**config.mk**
```make
export PLATFORM = sky130hd
export DESIGN_NAME = bitwise_unit
export DESIGN_NICKNAME = d
export VERILOG_FILES = /design/src/rtl/bitwise_unit.sv
export SDC_FILE = /design/constraint.sdc
export NUM_CORES = 1
export LEC_CHECK = 0
export CAP_MARGIN = 20
export CORE_ASPECT_RATIO = 0.75
export CORE_MARGIN = 10
export CORE_UTILIZATION = 45
export CTS_CLUSTER_DIAMETER = 150
export DETAILED_ROUTE_END_ITERATION = 10
export DONT_BUFFER_PORTS = 1
export SLEW_MARGIN = 10
export SYNTH_ARGS = -nofsm -noshare
export SYNTH_HDL_FRONTEND = slang
export SYNTH_SLANG_ARGS = --single-unit
```
**constraint.sdc**
```tcl
create_clock -name clk -period 1.81 [get_ports clk]
set_input_delay 0.181 -clock clk [delete_from_list [all_inputs] [get_ports clk]]
set_output_delay 0.181 -clock clk [all_outputs]
set_load 0.02 [all_outputs]
```
**src/rtl/bitwise_unit.sv**
```systemverilog
`default_nettype none
// ============================================================================
//  Module      : bitwise_unit
//  Description : Per-bit logic unit (NOT/AND/OR/XOR and their complements,
//                pass-through) with a valid/ready input side and a 2-entry
//                in-order output buffer. Result flags: zero and sign.
//                Optional macro BITWISE_UNIT_STATS_EN adds a 16-bit wrapping
//                count of completed output transfers (xfer_count port).
//  Revision    : 1.0 - initial release
// ============================================================================
module bitwise_unit #(
    parameter int WIDTH = 16
) (
    input  logic             clk,
    input  logic             rst_n,
    input  logic             in_valid,
    output logic             in_ready,
    input  logic [2:0]       op,
    input  logic [WIDTH-1:0] a,
    input  logic [WIDTH-1:0] b,
    output logic             out_valid,
    input  logic             out_ready,
    output logic [WIDTH-1:0] out_data,
    output logic             out_zr,
    output logic             out_ng
`ifdef BITWISE_UNIT_STATS_EN
    ,
    output logic [15:0]      xfer_count
`endif
);

    // Buffer occupancy; the head entry lives directly in the output registers.
    typedef enum logic [1:0] {
        EMPTY = 2'd0,
        ONE   = 2'd1,
        FULL  = 2'd2
    } occ_t;

    occ_t             r_state;
    logic [WIDTH-1:0] r_tail;
    logic [WIDTH-1:0] w_result;
    logic             w_push;
    logic             w_pop;

    // Handshakes use only registered ready/valid, so out_ready never reaches in_ready.
    assign w_push = in_valid && in_ready;
    assign w_pop  = out_valid && out_ready;

    // Per-bit operation select; no carries between bit positions.
    always_comb begin
        w_result = a;
        case (op)
            3'b000:  w_result = ~a;
            3'b001:  w_result = a & b;
            3'b010:  w_result = a | b;
            3'b011:  w_result = a ^ b;
            3'b100:  w_result = ~(a & b);
            3'b101:  w_result = ~(a | b);
            3'b110:  w_result = ~(a ^ b);
            default: w_result = a;
        endcase
    end

    // Occupancy FSM; head data, flags, ready and valid are all registered here.
    always_ff @(posedge clk or negedge rst_n) begin
        if (!rst_n) begin
            r_state   <= EMPTY;
            r_tail    <= '0;
            in_ready  <= 1'b1;
            out_valid <= 1'b0;
            out_data  <= '0;
            out_zr    <= 1'b1;
            out_ng    <= 1'b0;
        end else begin
            case (r_state)
                EMPTY: begin
                    if (w_push) begin
                        out_data  <= w_result;
                        out_zr    <= (w_result == '0);
                        out_ng    <= w_result[WIDTH-1];
                        out_valid <= 1'b1;
                        r_state   <= ONE;
                    end
                end
                ONE: begin
                    case ({w_push, w_pop})
                        2'b10: begin
                            // Head is still waiting: new result queues behind it.
                            r_tail   <= w_result;
                            in_ready <= 1'b0;
                            r_state  <= FULL;
                        end
                        2'b11: begin
                            // Head leaves while the new result takes its place.
                            out_data <= w_result;
                            out_zr   <= (w_result == '0);
                            out_ng   <= w_result[WIDTH-1];
                        end
                        2'b01: begin
                            out_valid <= 1'b0;
                            r_state   <= EMPTY;
                        end
                        default: ;
                    endcase
                end
                FULL: begin
                    // No push is possible here; a pop promotes the tail.
                    if (w_pop) begin
                        out_data <= r_tail;
                        out_zr   <= (r_tail == '0);
                        out_ng   <= r_tail[WIDTH-1];
                        in_ready <= 1'b1;
                        r_state  <= ONE;
                    end
                end
                default: begin
                    r_state   <= EMPTY;
                    in_ready  <= 1'b1;
                    out_valid <= 1'b0;
                end
            endcase
        end
    end

`ifdef BITWISE_UNIT_STATS_EN
    // Count completed output transfers, wrapping naturally at 16 bits.
    always_ff @(posedge clk or negedge rst_n) begin
        if (!rst_n) begin
            xfer_count <= 16'h0000;
        end else if (w_pop) begin
            xfer_count <= xfer_count + 16'h0001;
        end
    end
`endif

endmodule
`default_nettype wire

```
**Yosys cells after proc, flatten, opt, wreduce, memory -nomap -nowiden**

Cells that the tools add are included.

- Register bits: 38
- Input port bits: 39
- Output and inout port bits: 20
- Logic and storage cells: 68

- Equality and inequality tests: 17
- Muxes and demuxes: 23
- Bitwise operators: 9
- Reduce and logical (&&, ||, !) cells: 12

Operators by type and width:

| cell | count |
|---|---|
| 16-bit one-hot mux with 7 select lines | 1 |
| 16-bit inverter | 4 |
| 16-bit 2-to-1 mux | 3 |
| 16-bit one-hot mux with 3 select lines | 1 |
| 16-bit logical NOT | 2 |
| 16-bit bitwise AND | 1 |
| 16-bit OR | 1 |
| 16-bit XOR | 1 |
| 1-bit one-hot mux with 3 select lines | 4 |
| 1-bit 2-to-1 mux | 10 |
| 3-bit equality test, second input constant | 3 |
| 3-bit AND reduction | 3 |
| 2-bit equality test, second input constant | 3 |
| 3-bit by 2-bit equality test with 1-bit output, second input constant | 2 |
| 2-bit inequality test, second input constant | 3 |
| 2-bit one-hot mux with 3 select lines | 1 |
| 2-bit by 1-bit equality test with 1-bit output, second input constant | 2 |
| 2-bit 2-to-1 mux | 2 |
| 2-bit by 1-bit inequality test with 1-bit output, second input constant | 2 |
| 2-bit one-hot mux with 2 select lines | 1 |
| 4-bit AND reduction | 1 |
| 3-bit by 1-bit equality test with 1-bit output, second input constant | 1 |
| 3-bit logical NOT | 1 |
| 3-bit by 2-bit inequality test with 1-bit output, second input constant | 1 |
| other kinds (5) | 7 |

**Logic depth before layout (Yosys ltp)**

Gate-level depths: netlist of the first run.

- Depth after elaboration: 6
- Mapped depth: 10
- Mapped depth without buffers: 8

**Worst setup path before layout of the first run**

Ideal clock, no wire load.

- Kind: input-to-reg
- Start point: in a[12]
- End point: reg out_zr
- Setup time: 0.086 ns
- Arrival: 1.799 ns
- Required time: 1.724 ns
- Setup slack: -0.075 ns
- Stages: 7
- Path buffers: 0
- Cell sequence: inv_1 > ha_1 > mux2_2 > a221oi_1 > nand3_1 > a2111o_1 > o31ai_2

- Word-level cells in the longest chain between the ends: 6
- Elaborated cells between the ends (all ways): 12
- Those cells by class: 4 x mux; 7 x bitwise; 1 x reduce/logical

Ends and longest elaborated chain:

| element | RTL line | source |
|---|---|---|
| start: declaration | 19 | `input logic [WIDTH-1:0] a,` |
| 16-bit XOR (tied with other cells) | 56, 59 |  |
| 16-bit inverter (on tied branches) | 59, 57, 58 |  |
| 16-bit one-hot mux with 7 select lines (*) | 52 | `case (op)` |
| 16-bit logical NOT (*) | 79, 96 |  |
| 1-bit 2-to-1 mux (on tied branches) | 86, 77 |  |
| 1-bit one-hot mux with 3 select lines (*) | 75 | `case (r_state)` |
| end signal: assignment | 79 | `out_zr <= (w_result == '0);` |
| end signal: assignment | 96 | `out_zr <= (w_result == '0);` |
| end signal: assignment | 110 | `out_zr <= (r_tail == '0);` |
| end: declaration | 24 | `output logic out_zr,` |

Mark *: on every way between the ends. The rest lies on a longest branch, timed or not. The select of a mux whose other input is x is not followed.
A chain may end at the register's enable or synchronous reset.

**Final worst setup path of the first run**

- Start point: in a[13]
- End point: reg out_zr

Same word-level chain as after synthesis.

==> results of run 1 <==
final timing paths:
kind                       startpoint     endpoint  slack [ns]
setup / recovery                a[13]       out_zr        0.09
hold / removal              out_ready    out_valid        0.10
setup reg to reg             in_ready       out_zr        0.16
hold reg to reg             r_tail[6]    r_tail[6]        0.52
max in group asynchronous       rst_n       out_zr        1.20
min in group asynchronous       rst_n  out_data[4]        0.36
stage by stage:
stage / utilization (%) / setup WS, ns / cell area (um^2) / setup TNS, ns / hold slack [ns]
final: 50.5 / 0.0912 / 3730 / 0 / 0.101
after global routing: 50.5 / -0.0218 / 3730 / -0.0218 / 0.132
after CTS: 50.4 / 0.0482 / 3730 / 0 / 0.0934
after detailed placement: 48.6 / -0.242 / 3590 / -0.263 / -0.113
after global placement: 48.6 / -0.141 / 3590 / -0.141 / -0.113
after floorplan: - / -0.0655 / 3450 / -0.0655 / -0.115
logic make-up (layout without fill, tap and decap cells):
family	Yosys count	in the layout	share of synthesized area, %
mux	67	67	23.0
compound gates	82	82	16.6
flops	37	37	27.0
simple gates	96	96	13.3
buf+inv	62	66	8.54
fa+ha+maj	32	32	11.6
worst reg2reg max path: stages, from the launching register on:
cell and delay [ns]:
dfstp_2 0.53, nand2_1 0.09, nor2_2 0.20, o2bb2ai_2 0.32
o31ai_1 0.16, o21ai_0 0.16, o31ai_2 0.11
registers in the layout (all words and copies together) (netlist names):
register	count
out_valid	1
out_ng	1
r_state	2
in_ready	1
out_zr	1
r_tail	16
out_data	15
area by class of cell:
class | instances | area (um^2)
repair buffers | 23 | 200
multi-input cells | 277 | 2250
flip-flops and latches | 37 | 928
fillers | 696 | 3660
well taps | 101 | 126
clock buffers | 7 | 96.3
inverters | 35 | 131
clock inverters | 1 | 5.00
per-layer routing:
layer | vias to the layer above | part of all wire, % | track usage (%)
li1 | 1370 | - | -
met1 | 1292 | 46 | 17.6
met2 | 55 | 45 | 21.6
met3 | 7 | 8.0 | 4.74
met4 | 0 | 0.86 | 2.40
met5 | - | 0 | 0
what timing repair did:
action | in CTS | in global routing
setup endpoints to repair | 0 | 7
hold endpoints to repair | 37 | 0
gates resized for setup | 0 | 2
hold buffers | 2 | 0
power by group through the flow:
stage | Combinational (W) | Sequential, W | Clock [W]
floorplan | 0.000372 | 0.000843 | 0
global placement | 0.000411 | 0.000842 | 0
detailed placement | 0.000426 | 0.000842 | 0
CTS | 0.000453 | 0.000826 | 0.000650
global route | 0.000504 | 0.000826 | 0.000690
finish | 0.000448 | 0.000826 | 0.000632
layout by cell type (no fill, tap or decap), drive strengths merged, types with 10 or more instances in the layout:
cell type,count
a21oi,26
buf,22
dfrtp,35
ha,32
inv,35
mux2,23
mux2i,37
nand2,22
nand3,10
nor2,36
o21ai,11
==> flow_summary.json, run 1 <==
{
  "timing.final.crit_share_pct": 95.0,
  "crit_path_end_kind": "flip-flop",
  "drt_wl_total_mm": 8.05,
  "initial_core_util_pct": 46.5,
  "vdd_drop_max_uv": 252,
  "syn_inst": 376,
  "critical_path_buf_inv_count": 1,
  "syn-cell-area_um2": 3440,
  "diodes": 0,
  "start_kind": "input pin",
  "synth_common_cells": "mux2i_1 (37), nor2_1 (36), dfrtp_1 (35), inv_1 (34), ha_1 (32)",
  "path_cells": "inv_1 -> ha_1 -> a22o_1 -> a221oi_1 -> o22ai_1 -> nor4_2 -> nand4b_1 -> o31ai_2",
  "total_power_w": 0.00191,
  "grt_pass1_vias": 2551,
  "r2r.worst_path.cells": 6,
  "min_period_ns": 1.72,
  "final_nets": 450,
  "dp_cells": 471,
  "cp_slowest_cell": "a221oi_1",
  "swShare_pct": 26.0,
  "grt_overflow": 0,
  "antenna_left": 0,
  "finalHoldViolations": 0,
  "critPathTopFamily": "compound AO/OA/AOI/OAI gates",
  "dieArea_um2": 11600,
  "p_switching_w": 0.000496,
  "antenna_found_initial": 0,
  "io-pin-count": 59,
  "fmax_ghz": 0.582,
  "clkPwrFrac_pct": 33.2,
  "final.setup_skew_ns": 0.00479,
  "grt_use_total_pct": 13.6,
  "areaGrowthSynthToFinish_pct": 8.47,
  "synth_area_leaders": "dfrtp_1 (25%), ha_1 (12%), mux2i_1 (11%), mux2_2 (6.9%), mux4_2 (4.6%)",
  "path_clk_slew_ns": 0.07,
  "yosysWarnings": 0,
  "yosysMostFrequentCell": "mux2i_1",
  "die_x_um": 121,
  "first_pass_iters": 4,
  "p_int_w": 0.00141,
  "vias": 2724,
  "portBuffers": 0,
  "cts_tree": "done",
  "crit_fanout": 4,
  "hpwl_mm": 6.09,
  "wire_per_inst_um": 16.7,
  "hold_class": "input pin to flip-flop",
  "synthArstFlopShare_pct": 100,
  "post-cts-setup-buffers": 0,
  "cts_htree_levels": 2,
  "ys_ff_latch": 37,
  "rsz0062_at_grt": "true",
  "synth_cell_types": 54,
  "cts_num_sinks": 37,
  "finalMaxSlewViolations": 0,
  "grt_max_degree": 71,
  "p_per_area_nw_per_um2": 510,
  "finalSetupViolations": 0,
  "synth-main-ff-cell": "dfrtp_1",
  "min_path_cells": 3,
  "viasPerCell": 5.66,
  "drv_cap": 0,
  "drive_above_1_share_pct": 18.4,
  "combPwrFrac_pct": 23.5,
  "critical_path_class": "input pin to flip-flop",
  "synth_top_area_share_pct": 25.4,
  "cts_root_buffer": "clkbuf_8",
  "instances_no_fill": 481,
  "cp.required_ns": 2.01,
  "syn_nets": 447,
  "avgSynthCellArea_um2": 9.16,
  "yosysSeqAreaShare_pct": 27.0,
  "die_h_um": 95.8,
  "clock_path_buffers": 2,
  "grt_pass1_wl_mm": 13.0,
  "cts_buffers": 5,
  "globalplace.congestion": 0.755,
  "core_um2": 7400,
  "rows": 27,
  "slew_headroom_pct": 60.9,
  "cellLeakagePower_nw": 1.76,
  "seqPwrFrac_pct": 43.3,
  "crit_cells": 8,
  "drt-initial-drc-count": 211,
  "drc": 0,
  "clock_latency_ns": 0.28,
  "synth_edf_count": 0,
  "yosys.area.top_type": "dfrtp_1",
  "cpPeakStageDelay_ns": 0.31,
  "outcome": "complete, no violations",
  "arrival_ns": 1.92,
  "worstMarginPinSlew_ns": 0.583
}
No activity file was read; power rests on OpenSTA's default activity.
==> run 2, diff against run 1 <==
Settings changed: CELL_PAD_IN_SITES_DETAIL_PLACEMENT set to 1, CELL_PAD_IN_SITES_GLOBAL_PLACEMENT set to 1, PLACE_DENSITY_LB_ADDON set to 0.1.
Clock period 1.81 ns to 1.6 ns, I/O delays scaled along.
==> flow_summary.json, run 2 (synthesis gave the netlist of run 1 again) <==
{
  "arrival_ns": 1.83,
  "io-pin-count": 59,
  "min_period_ns": 1.63,
  "final.fill_count": 861,
  "wire_per_inst_um": 18.7,
  "finalHoldViolations": 0,
  "design_area_um2": 3980,
  "vias": 2875,
  "largest_reg_flops": 16,
  "clock_latency_ns": 0.29,
  "crit_fanout": 2,
  "rsz0062_at_grt": "true",
  "globalplace.congestion": 0.782,
  "crit_path_end_kind": "flip-flop",
  "antenna_left": 0,
  "drt_wl_total_mm": 9.21,
  "final_nets": 463,
  "slew_headroom_pct": 74.0,
  "final.setup_skew_ns": 0.0104,
  "drive_above_1_share_pct": 25.7,
  "die_x_um": 121,
  "die_h_um": 95.8,
  "cp.required_ns": 1.81,
  "cts_num_sinks": 37,
  "fin_ws_ns": -0.0259,
  "drv_cap": 0,
  "hold_class": "input pin to flip-flop",
  "initial_core_util_pct": 46.5,
  "vdd_drop_max_uv": 324,
  "outcome": "complete, but fails checks",
  "fmax_ghz": 0.615,
  "finalSetupViolations": 1,
  "dieArea_um2": 11600,
  "p_int_w": 0.00157,
  "drc": 0,
  "final_common_cell": "mux2i_1",
  "whs_ns": 0.0926,
  "finalSetupTns_ns": -0.0259,
  "p_per_area_nw_per_um2": 551,
  "portBuffers": 0,
  "clock_path_buffers": 2,
  "p_switching_w": 0.000618,
  "violations": "negative setup slack",
  "reg_top3": "r_tail x16, out_data x15, r_state x2",
  "worstMarginPinSlew_ns": 0.390,
  "dp_cells": 480,
  "rows": 27,
  "timing.final.crit_share_pct": 102,
  "final_cell_mix": "mux2i_1 (37), nor2_1 (35), dfrtp_1 (35)",
  "dpl_worst_slack_ns": -0.335,
  "hpwl_mm": 6.90,
  "critical_path_class": "input pin to flip-flop",
  "areaGrowthSynthToFinish_pct": 15.4,
  "cts_root_buffer": "clkbuf_8",
  "start_kind": "input pin",
  "drt-initial-drc-count": 150,
  "clkPwrFrac_pct": 29.7,
  "core_um2": 7400,
  "cts_buffers": 5,
  "grt_overflow": 0,
  "swShare_pct": 28.2,
  "grt_pass1_wl_mm": 14.8,
  "grt_pass1_vias": 2949,
  "antenna_found_initial": 0,
  "grt_use_total_pct": 15.5,
  "grt_max_degree": 71,
  "instances_no_fill": 494,
  "seqPwrFrac_pct": 42.7,
  "first_pass_iters": 4,
  "placed_cell_area_um2": 3720,
  "diodes": 0,
  "path_clk_slew_ns": 0.08,
  "top_register": "r_tail",
  "finalMaxSlewViolations": 0,
  "viasPerCell": 5.82,
  "cts_htree_levels": 2,
  "cellLeakagePower_nw": 1.85,
  "cts_tree": "done",
  "combPwrFrac_pct": 27.6
}
==> run 2: cell types whose count changed in the layout (fill, tap and decap cells not counted), moves of 2 or more <==
cell	delta
mux2_2	-4
inv_1	-9
ha_1	-5
mux2_4	+5
inv_2	+7
nand2_1	-2
clkbuf_8	-2
ha_4	+5
buf_4	+13
a221oi_4	+2
==> run 2: cell type report <==
cell class	instances	area, um^2	area share, %
inverter	35	141	3.56
sequential	37	928	23.4
timing repair buffer	36	298	7.49
clock buffer	6	72.6	1.83
tap	101	126	3.18
multi-input combinational	277	2400	60.3
clock inverter	2	10.0	0.252
==> run 2: path summary, 6_finish.rpt <==
check | to | from | slack (ns) | depth (start not counted)
worst max register to register | out_zr | in_ready | 0.05 | 5
worst max-delay path | out_zr | b[10] | -0.03 | 6
worst min-delay path | out_valid | out_ready | 0.09 | 3
min in group asynchronous | out_data[8] | rst_n | 0.31 | 2
worst min register to register | r_tail[6] | r_tail[6] | 0.54 | 1
max in group asynchronous | in_ready | rst_n | 1.01 | 2
==> run 2: critical path: stages <==
cell	delay (ns)
inv_8	0.01
ha_4	0.22
mux2_4	0.26
mux4_2	0.50
a2111o_1	0.46
o31ai_2	0.22
==> run 2: what timing repair did <==
| item | in CTS | in global routing |
|---|---|---|
| gates cloned | 0 | 0 |
| gates resized for setup | 3 | 23 |
| setup endpoints to repair | 6 | 18 |
| hold buffers | 2 | 0 |
| setup buffers | 1 | 3 |
| endpoints found under the hold margin | 37 | 0 |
| pin swaps | 5 | 15 |
==> run 2: metal layers <==
metal | vias to the layer above | GRT usage [%] | share of wire (%)
met5 | - | 0 | 0
met4 | 0 | 2.71 | 0.62
met3 | 5 | 4.39 | 5.5
met2 | 45 | 27.1 | 50
met1 | 1434 | 19.0 | 44
li1 | 1391 | - | -
==> run 2: per-stage QoR <==
stage | total power (W) | util [%]
6_report | 0.00219 | 53.7
2_1_floorplan | 0.00139 | -
5_1_grt | 0.00230 | 53.7
3_3_place_gp | 0.00146 | 50.3
4_1_cts | 0.00217 | 52.2
3_5_place_dp | 0.00149 | 50.3
==> run 2: power groups by stage <==
stage | combinational [W] | sequential (W) | clock, W
after detailed placement | 0.000533 | 0.000953 | 0
final | 0.000604 | 0.000935 | 0.000650
after global routing | 0.000670 | 0.000934 | 0.000697
after global placement | 0.000511 | 0.000953 | 0
after floorplan | 0.000438 | 0.000953 | 0
after CTS | 0.000571 | 0.000934 | 0.000664
==> run 3, diff against run 2 <==
Settings changed: CTS_BUF_LIST set to sky130_fd_sc_hd__clkbuf_8.
==> flow_summary.json, run 3 (synthesis gave the netlist of run 1 again) <==
{
  "outcome": "complete, but fails checks",
  "violations": "negative setup slack",
  "rsz0062_at_grt": "true",
  "portBuffers": 0,
  "final_cell_mix": "mux2i_1 (37), nor2_1 (35), dfrtp_1 (35)",
  "cts_htree_levels": 2,
  "min_period_ns": 1.63,
  "finalSetupTns_ns": -0.0259,
  "path_clk_slew_ns": 0.08,
  "crit_fanout": 2,
  "dieArea_um2": 11600,
  "finalMaxSlewViolations": 0,
  "p_per_area_nw_per_um2": 549,
  "finalSetupViolations": 1,
  "die_h_um": 95.8,
  "die_x_um": 121,
  "hold_path.startpoint": "out_ready",
  "globalplace.congestion": 0.782,
  "grt_pass1_vias": 2949,
  "vdd_drop_max_uv": 325,
  "grt_pass1_wl_mm": 14.8,
  "arrival_ns": 1.83,
  "areaGrowthSynthToFinish_pct": 15.4,
  "final.fill_count": 861,
  "start_kind": "input pin",
  "grt_overflow": 0,
  "vias": 2875,
  "rows": 27,
  "grt_use_total_pct": 15.5,
  "final_common_cell": "mux2i_1",
  "clock_path_buffers": 2,
  "viasPerCell": 5.82,
  "r2r-start": "in_ready",
  "slew_headroom_pct": 74.0,
  "clock_latency_ns": 0.29,
  "r2r_end": "out_zr",
  "hpwl_mm": 6.90,
  "reg_top3": "r_tail x16, out_data x15, r_state x2",
  "final_nets": 463,
  "dpl_worst_slack_ns": -0.335,
  "initial_core_util_pct": 46.5,
  "drc": 0,
  "cts_num_sinks": 37,
  "io-pin-count": 59,
  "wire_per_inst_um": 18.7,
  "drt_wl_total_mm": 9.22,
  "whs_ns": 0.0926,
  "reg2reg_slack_ns": 0.05,
  "antenna_found_initial": 0,
  "largest_reg_flops": 16,
  "min_path_cells": 3,
  "cellLeakagePower_nw": 1.86,
  "drv_cap": 0,
  "top_register": "r_tail",
  "cp.required_ns": 1.81,
  "cts_tree": "done",
  "drt-initial-drc-count": 151,
  "grt_max_degree": 71,
  "fin_ws_ns": -0.0259,
  "min_delay_worst_endpoint": "out_valid",
  "drive_above_1_share_pct": 25.7,
  "timing.final.crit_share_pct": 102,
  "diodes": 0,
  "cts_buffers": 5,
  "finalHoldViolations": 0,
  "worstMarginPinSlew_ns": 0.390,
  "cts_root_buffer": "clkbuf_8",
  "hold_class": "input pin to flip-flop",
  "r2r.worst_path.cells": 5,
  "antenna_left": 0,
  "first_pass_iters": 4,
  "crit_path_end_kind": "flip-flop",
  "core_um2": 7400,
  "final.setup_skew_ns": 0.0104,
  "critical_path_class": "input pin to flip-flop",
  "fmax_ghz": 0.615
}
run 3: changes by cell type in the layout (fill, tap and decap cells not counted), sizes merged:
cell	previous run	this run
inv	35	36
clkbuf	6	5
run 3: critical path: stages:
cell and delay [ns]:
inv_8 0.01, ha_4 0.22, mux2_4 0.26, mux4_2 0.50, a2111o_1 0.46, o31ai_2 0.22
run 3: worst max-delay path by stage:
stage                        start      endpoint  slack, ns  cells past startpoint
after floorplan              op[2]        out_zr      -0.18                      8
after global placement       a[13]        out_zr      -0.30                      8
after detailed placement     a[13]        out_zr      -0.34                      8
after CTS                 in_ready  out_data[12]      0.005                      6
after global routing         b[10]        out_zr      -0.05                      6
final                        b[10]        out_zr      -0.03                      6
run 3: power breakdown:
group	switching (W)	internal, W
clock	0.000348	0.000296
sequential	0	0.000935
combinational	0.000270	0.000334
total	0.000618	0.00156
run 3: area by class of cell:
cell class	count	area [um^2]	share of cell area, %
inverters	35	141	3.56
multi-input cells	277	2400	60.3
well taps	101	126	3.18
clock buffers	5	68.8	1.73
clock inverters	3	13.8	0.346
repair buffers	36	298	7.49
flip-flops and latches	37	928	23.4
run 3: metal layers:
| metal | up-vias | global-route usage [%] | share of wire (%) |
|---|---|---|---|
| met1 | 1434 | 19.0 | 44 |
| met2 | 45 | 27.1 | 50 |
| met3 | 5 | 4.39 | 5.5 |
| met5 | - | 0 | 0 |
| li1 | 1391 | - | - |
| met4 | 0 | 2.71 | 0.62 |
run 3: metrics by stage:
stage	std cells	area, um^2	utilization, %	power (W)
after floorplan	376	3540	-	0.00139
after global placement	480	3720	50.3	0.00146
after detailed placement	480	3720	50.3	0.00149
after CTS	491	3860	52.2	0.00216
after global routing	494	3980	53.7	0.00230
final	494	3980	53.7	0.00218
run 3: what timing repair did:
item                                    4_1_cts  5_1_grt
hold endpoints to repair                     37        0
endpoints found under the setup margin        7       18
pin swaps                                     5       15
hold buffers                                  2        0
resized for setup                             3       23
buffers inserted                              1        3
